--- config.mk ---
export PLATFORM = sky130hd
export DESIGN_NAME = serial_word_assembler
export DESIGN_NICKNAME = d
export VERILOG_FILES = /design/src/rtl/serial_word_assembler.sv
export SDC_FILE = /design/constraint.sdc
export NUM_CORES = 1
export LEC_CHECK = 0
export ABC_AREA = 1
export BUFFER_PORTS_ARGS = -buffer_cell sky130_fd_sc_hd__buf_4
export CAP_MARGIN = 30
export CORE_ASPECT_RATIO = 0.6
export CORE_MARGIN = 4
export CORE_UTILIZATION = 45
export CTS_BUF_LIST = sky130_fd_sc_hd__clkbuf_16
export CTS_CLUSTER_SIZE = 25
export DETAILED_ROUTE_END_ITERATION = 8
export PLACE_DENSITY = 0.63
export SETUP_SLACK_MARGIN = 0.5
export SLEW_MARGIN = 30
export SYNTH_ARGS = -nofsm -noshare
export SYNTH_HDL_FRONTEND = slang
export SYNTH_SLANG_ARGS = --single-unit
--- constraint.sdc ---
create_clock -name clk -period 1.45 [get_ports clk]
set_input_delay 0.0725 -clock clk [delete_from_list [all_inputs] [get_ports clk]]
set_output_delay 0.0725 -clock clk [all_outputs]
set_load 0.1 [all_outputs]
--- src/rtl/serial_word_assembler.sv ---
// Serial-to-parallel word assembler with a one-word valid/ready output holding register.
// Optional even-parity checking is compiled in with the SERIAL_PARITY_CHECK_EN macro.
module serial_word_assembler #(
  parameter int WIDTH     = 8,
  parameter bit MSB_FIRST = 1'b1
) (
  input  logic             clk,
  input  logic             rst,
  input  logic             din,
  input  logic             din_valid,
  input  logic             start,
  output logic [WIDTH-1:0] dout,
  output logic             dout_valid,
  input  logic             dout_ready,
  output logic             busy,
  output logic             frame_err,
  output logic             overrun,
  output logic             parity_err
);

  // Handshake: a word moves downstream on any edge where dout_valid & dout_ready;
  // dout and parity_err are held unchanged while dout_valid=1 and dout_ready=0.

  localparam int CW = $clog2(WIDTH + 1);

`ifdef SERIAL_PARITY_CHECK_EN
  typedef enum logic [1:0] {IDLE, SHIFT, PAR} state_t;
`else
  typedef enum logic [1:0] {IDLE, SHIFT} state_t;
`endif

  state_t           state;
  logic [CW-1:0]    bit_cnt;
  logic [WIDTH-1:0] sreg;
  logic [WIDTH-1:0] shifted;
  logic [WIDTH-1:0] first_bit;
  logic             complete;
  logic [WIDTH-1:0] word;
  logic             last_data;
  logic             can_load;
`ifdef SERIAL_PARITY_CHECK_EN
  logic             word_perr;
  logic             perr_q;
`endif

  always_comb begin
    if (MSB_FIRST) begin
      shifted   = {sreg[WIDTH-2:0], din};
      first_bit = WIDTH'(din);
    end else begin
      shifted   = {din, sreg[WIDTH-1:1]};
      first_bit = {din, {(WIDTH-1){1'b0}}};
    end
  end

  assign last_data = (bit_cnt == CW'(WIDTH - 1));
  assign can_load  = !dout_valid || dout_ready;

  // A word completes on the last bit of the frame: the final data bit, or the parity bit.
  always_comb begin
    complete = 1'b0;
    word     = shifted;
`ifdef SERIAL_PARITY_CHECK_EN
    word_perr = 1'b0;
    if (din_valid && !start && state == PAR) begin
      complete  = 1'b1;
      word      = sreg;
      word_perr = (^sreg) ^ din;
    end
`else
    if (din_valid && !start && state == SHIFT && last_data) begin
      complete = 1'b1;
      word     = shifted;
    end
`endif
  end

  always_ff @(posedge clk) begin
    if (rst) begin
      state      <= IDLE;
      bit_cnt    <= '0;
      sreg       <= '0;
      dout       <= '0;
      dout_valid <= 1'b0;
      busy       <= 1'b0;
      frame_err  <= 1'b0;
      overrun    <= 1'b0;
`ifdef SERIAL_PARITY_CHECK_EN
      perr_q     <= 1'b0;
`endif
    end else begin
      frame_err <= 1'b0;

      if (dout_valid && dout_ready) dout_valid <= 1'b0;
      if (complete) begin
        if (can_load) begin
          dout       <= word;
          dout_valid <= 1'b1;
`ifdef SERIAL_PARITY_CHECK_EN
          perr_q     <= word_perr;
`endif
        end else begin
          overrun <= 1'b1;
        end
      end

      case (state)
        IDLE: begin
          if (din_valid && start) begin
            sreg    <= first_bit;
            bit_cnt <= CW'(1);
            state   <= SHIFT;
            busy    <= 1'b1;
          end
        end
        SHIFT: begin
          if (din_valid) begin
            if (start) begin
              frame_err <= 1'b1;
              sreg      <= first_bit;
              bit_cnt   <= CW'(1);
            end else if (last_data) begin
              sreg <= shifted;
`ifdef SERIAL_PARITY_CHECK_EN
              bit_cnt <= bit_cnt + CW'(1);
              state   <= PAR;
`else
              bit_cnt <= '0;
              state   <= IDLE;
              busy    <= 1'b0;
`endif
            end else begin
              sreg    <= shifted;
              bit_cnt <= bit_cnt + CW'(1);
            end
          end
        end
`ifdef SERIAL_PARITY_CHECK_EN
        PAR: begin
          if (din_valid) begin
            if (start) begin
              frame_err <= 1'b1;
              sreg      <= first_bit;
              bit_cnt   <= CW'(1);
              state     <= SHIFT;
            end else begin
              bit_cnt <= '0;
              state   <= IDLE;
              busy    <= 1'b0;
            end
          end
        end
`endif
        default: begin
          state   <= IDLE;
          bit_cnt <= '0;
          busy    <= 1'b0;
        end
      endcase
    end
  end

`ifdef SERIAL_PARITY_CHECK_EN
  assign parity_err = perr_q;
`else
  assign parity_err = 1'b0;
`endif

endmodule

==> impl_metrics.ini <==
[run_status]
status = completed

[global_routing]
grt_pass1_wl_um = 4010
grt_pass1_vias = 914
antenna_found_initial = 0
globalRouteOverflowTotal = 0
grt_start_max_net_pins = 14
grt_use_total_pct = 16.4

[clocking]
clock_path_buffers = 2
cts-root-buf = clkbuf_16
cts_sinks = 23
cts_made_buffers = 3
htree_levels = 1
cts_hold_buf = 0
clkTransAtPathRegs_ns = 0.06
cts_tree = done
clock_latency_ns = 0.25

[pwr]
leakage_uw = 0.000645
irDropWorstVdd_uv = 882
power_uw = 1370
pwr_density_cell_nw_per_um2 = 875

[timing]
fin_crit_sh_pct = 81.8
max_freq_mhz = 844
setup_viol = 0
setup_tns_ns = 0
fin_ws_ns = 0.265
whs_ns = 0.0832
final_hold_viol_count = 0
grt_setup_unrepaired = yes
fin_worst_skew_ns = 0.00284
period_minus_slack_ns = 1.19
slew_viol_final = 0

[die]
start_util_pct = 47.5
core-area_um2 = 2160
design.die.area_um2 = 3140
fp.dieW_um = 69.7
io_pins = 19
die_h_um = 45.0
rows = 13

[min_path]
hold_class = in2reg
min_path_cells = 2

[logic_synthesis]
yosys_warnings = 0
ys_types = 20
yosysTopAreaCell = dfxtp_1
syn_nets = 157
syn_inst = 150
ys_seq_area_share_pct = 44.8
yosysTopAreaCellShare_pct = 44.8
synth_area_leaders = dfxtp_1, nand2_1, inv_1
ys_seq_elements = 23
syn_avg_cell_area_um2 = 6.85
synth_area_um2 = 1030

[detailed_routing]
via_count = 992
routed_wl_um = 2490
postRouteAntennaNets = 0
drc_errors = 0
firstDrtPassIters = 4
routed_via_density = 4.77
routedWlPerCell_um = 12.0
drt_iter0_markers = 40

[worst_setup_path]
start_kind = flop
reg2reg_depth = 7
critPathMaxFanout = 4
arrival_ns = 1.33
crit_type = reg2reg
worstPathRequired_ns = 1.60
end_kind = flop

[final_layout]
diodes = 0
nets = 186
final_area_um2 = 1560
drive_above_1_share_pct = 47.2
area_growth_syn_to_layout_pct = 52.3
mostFrequentLayoutCells = inv_1, nand2_1, nand2_2, buf_4, buf_6

[placement]
hpwl_um = 1510
dp_worst_setup_slack_ns = 0.139
port_buffers = 17
placed_area_um2 = 1230
finalWeightedCongestion = 0.723

[flow_run]
max-cap-violations = 0
kinds of logic (layout without fill, tap and decap cells):
| logic type | count (synthesis) | after routing | synth area share [%] |
|---|---|---|---|
| flops | 23 | 23 | 44.8 |
| other cells | 1 | 1 | 0.365 |
| compound gates | 16 | 16 | 8.16 |
| buf+inv | 35 | 63 | 13.4 |
| fa+ha+maj | 1 | 1 | 1.22 |
| simple gates | 74 | 74 | 32.0 |
report_power, final:
group	internal (uW)	total (uW)	switching [uW]	leakage, uW
Clock	368	586	219	0.0000423
Combinational	51.9	137	85.4	0.000407
Sequential	635	645	9.99	0.000195
cells in the mapped netlist (all sizes together):
cell / count
clkbuf: 2
o21a: 1
nand3: 12
nand2: 43
a21oi: 11
o21ai: 3
conb: 1
inv: 30
nor3: 1
nor2: 17
nand4: 1
dfxtp: 23
a31oi: 1
ha: 1
buf: 3
metal layers:
layer	GRT usage, %	wire length [um]	share of wire [%]
met1	19.7	1130	45
met2	28.4	1190	48
met3	6.89	164	6.6
met4	3.44	8	0.32
met5	0	0	0
flip-flops by register name, summed over array words and instances, names as in the netlist:
name,flops
busy,1
overrun,1
dout_valid,1
bit_cnt,4
sreg,7
frame_err,1
dout,8
path summary, 6_finish.rpt:
check	startpoint	to	slack, ns
worst max-delay path	bit_cnt[1]$_SDFFE_PP0P_	dout[3]$_SDFFE_PP0P_	0.26
worst max register to register	bit_cnt[1]$_SDFFE_PP0P_	dout[3]$_SDFFE_PP0P_	0.26
worst min-delay path	rst	busy$_SDFFE_PP0P_	0.08
worst min register to register	overrun$_SDFFE_PP0P_	overrun$_SDFFE_PP0P_	0.47
through the flow:
| stage | utilization, % | cells |
|---|---|---|
| 3_3_place_gp | 56.9 | 193 |
| 5_1_grt | 72.3 | 208 |
| 6_report | 72.3 | 208 |
| 4_1_cts | 66.0 | 205 |
| 3_5_place_dp | 56.9 | 193 |
| 2_1_floorplan | - | 150 |
worst max-delay path: stages, from the launching register on:
cell,delay (ns)
dfxtp_4,0.36
ha_4,0.16
nand3_4,0.07
nor2_4,0.18
buf_6,0.13
nand3_1,0.06
nand2_1,0.08
nor2_2,0.05
final cells by class:
| type | instances | area, um2 |
|---|---|---|
| fillers | 171 | 599 |
| multi-input cells | 92 | 553 |
| flip-flops and latches | 23 | 490 |
| repair buffers | 29 | 292 |
| inverters | 30 | 113 |
| clock buffers | 3 | 75.1 |
| well taps | 30 | 37.5 |
| clock inverters | 1 | 3.75 |
repair_timing:
action / CTS / global route
pin swaps: 14 / 21
buffers inserted: 7 / 3
gates cloned: 1 / 0
gates resized for setup: 16 / 36
setup endpoints to repair: 20 / 29
Power figures use the tool's default switching activity.
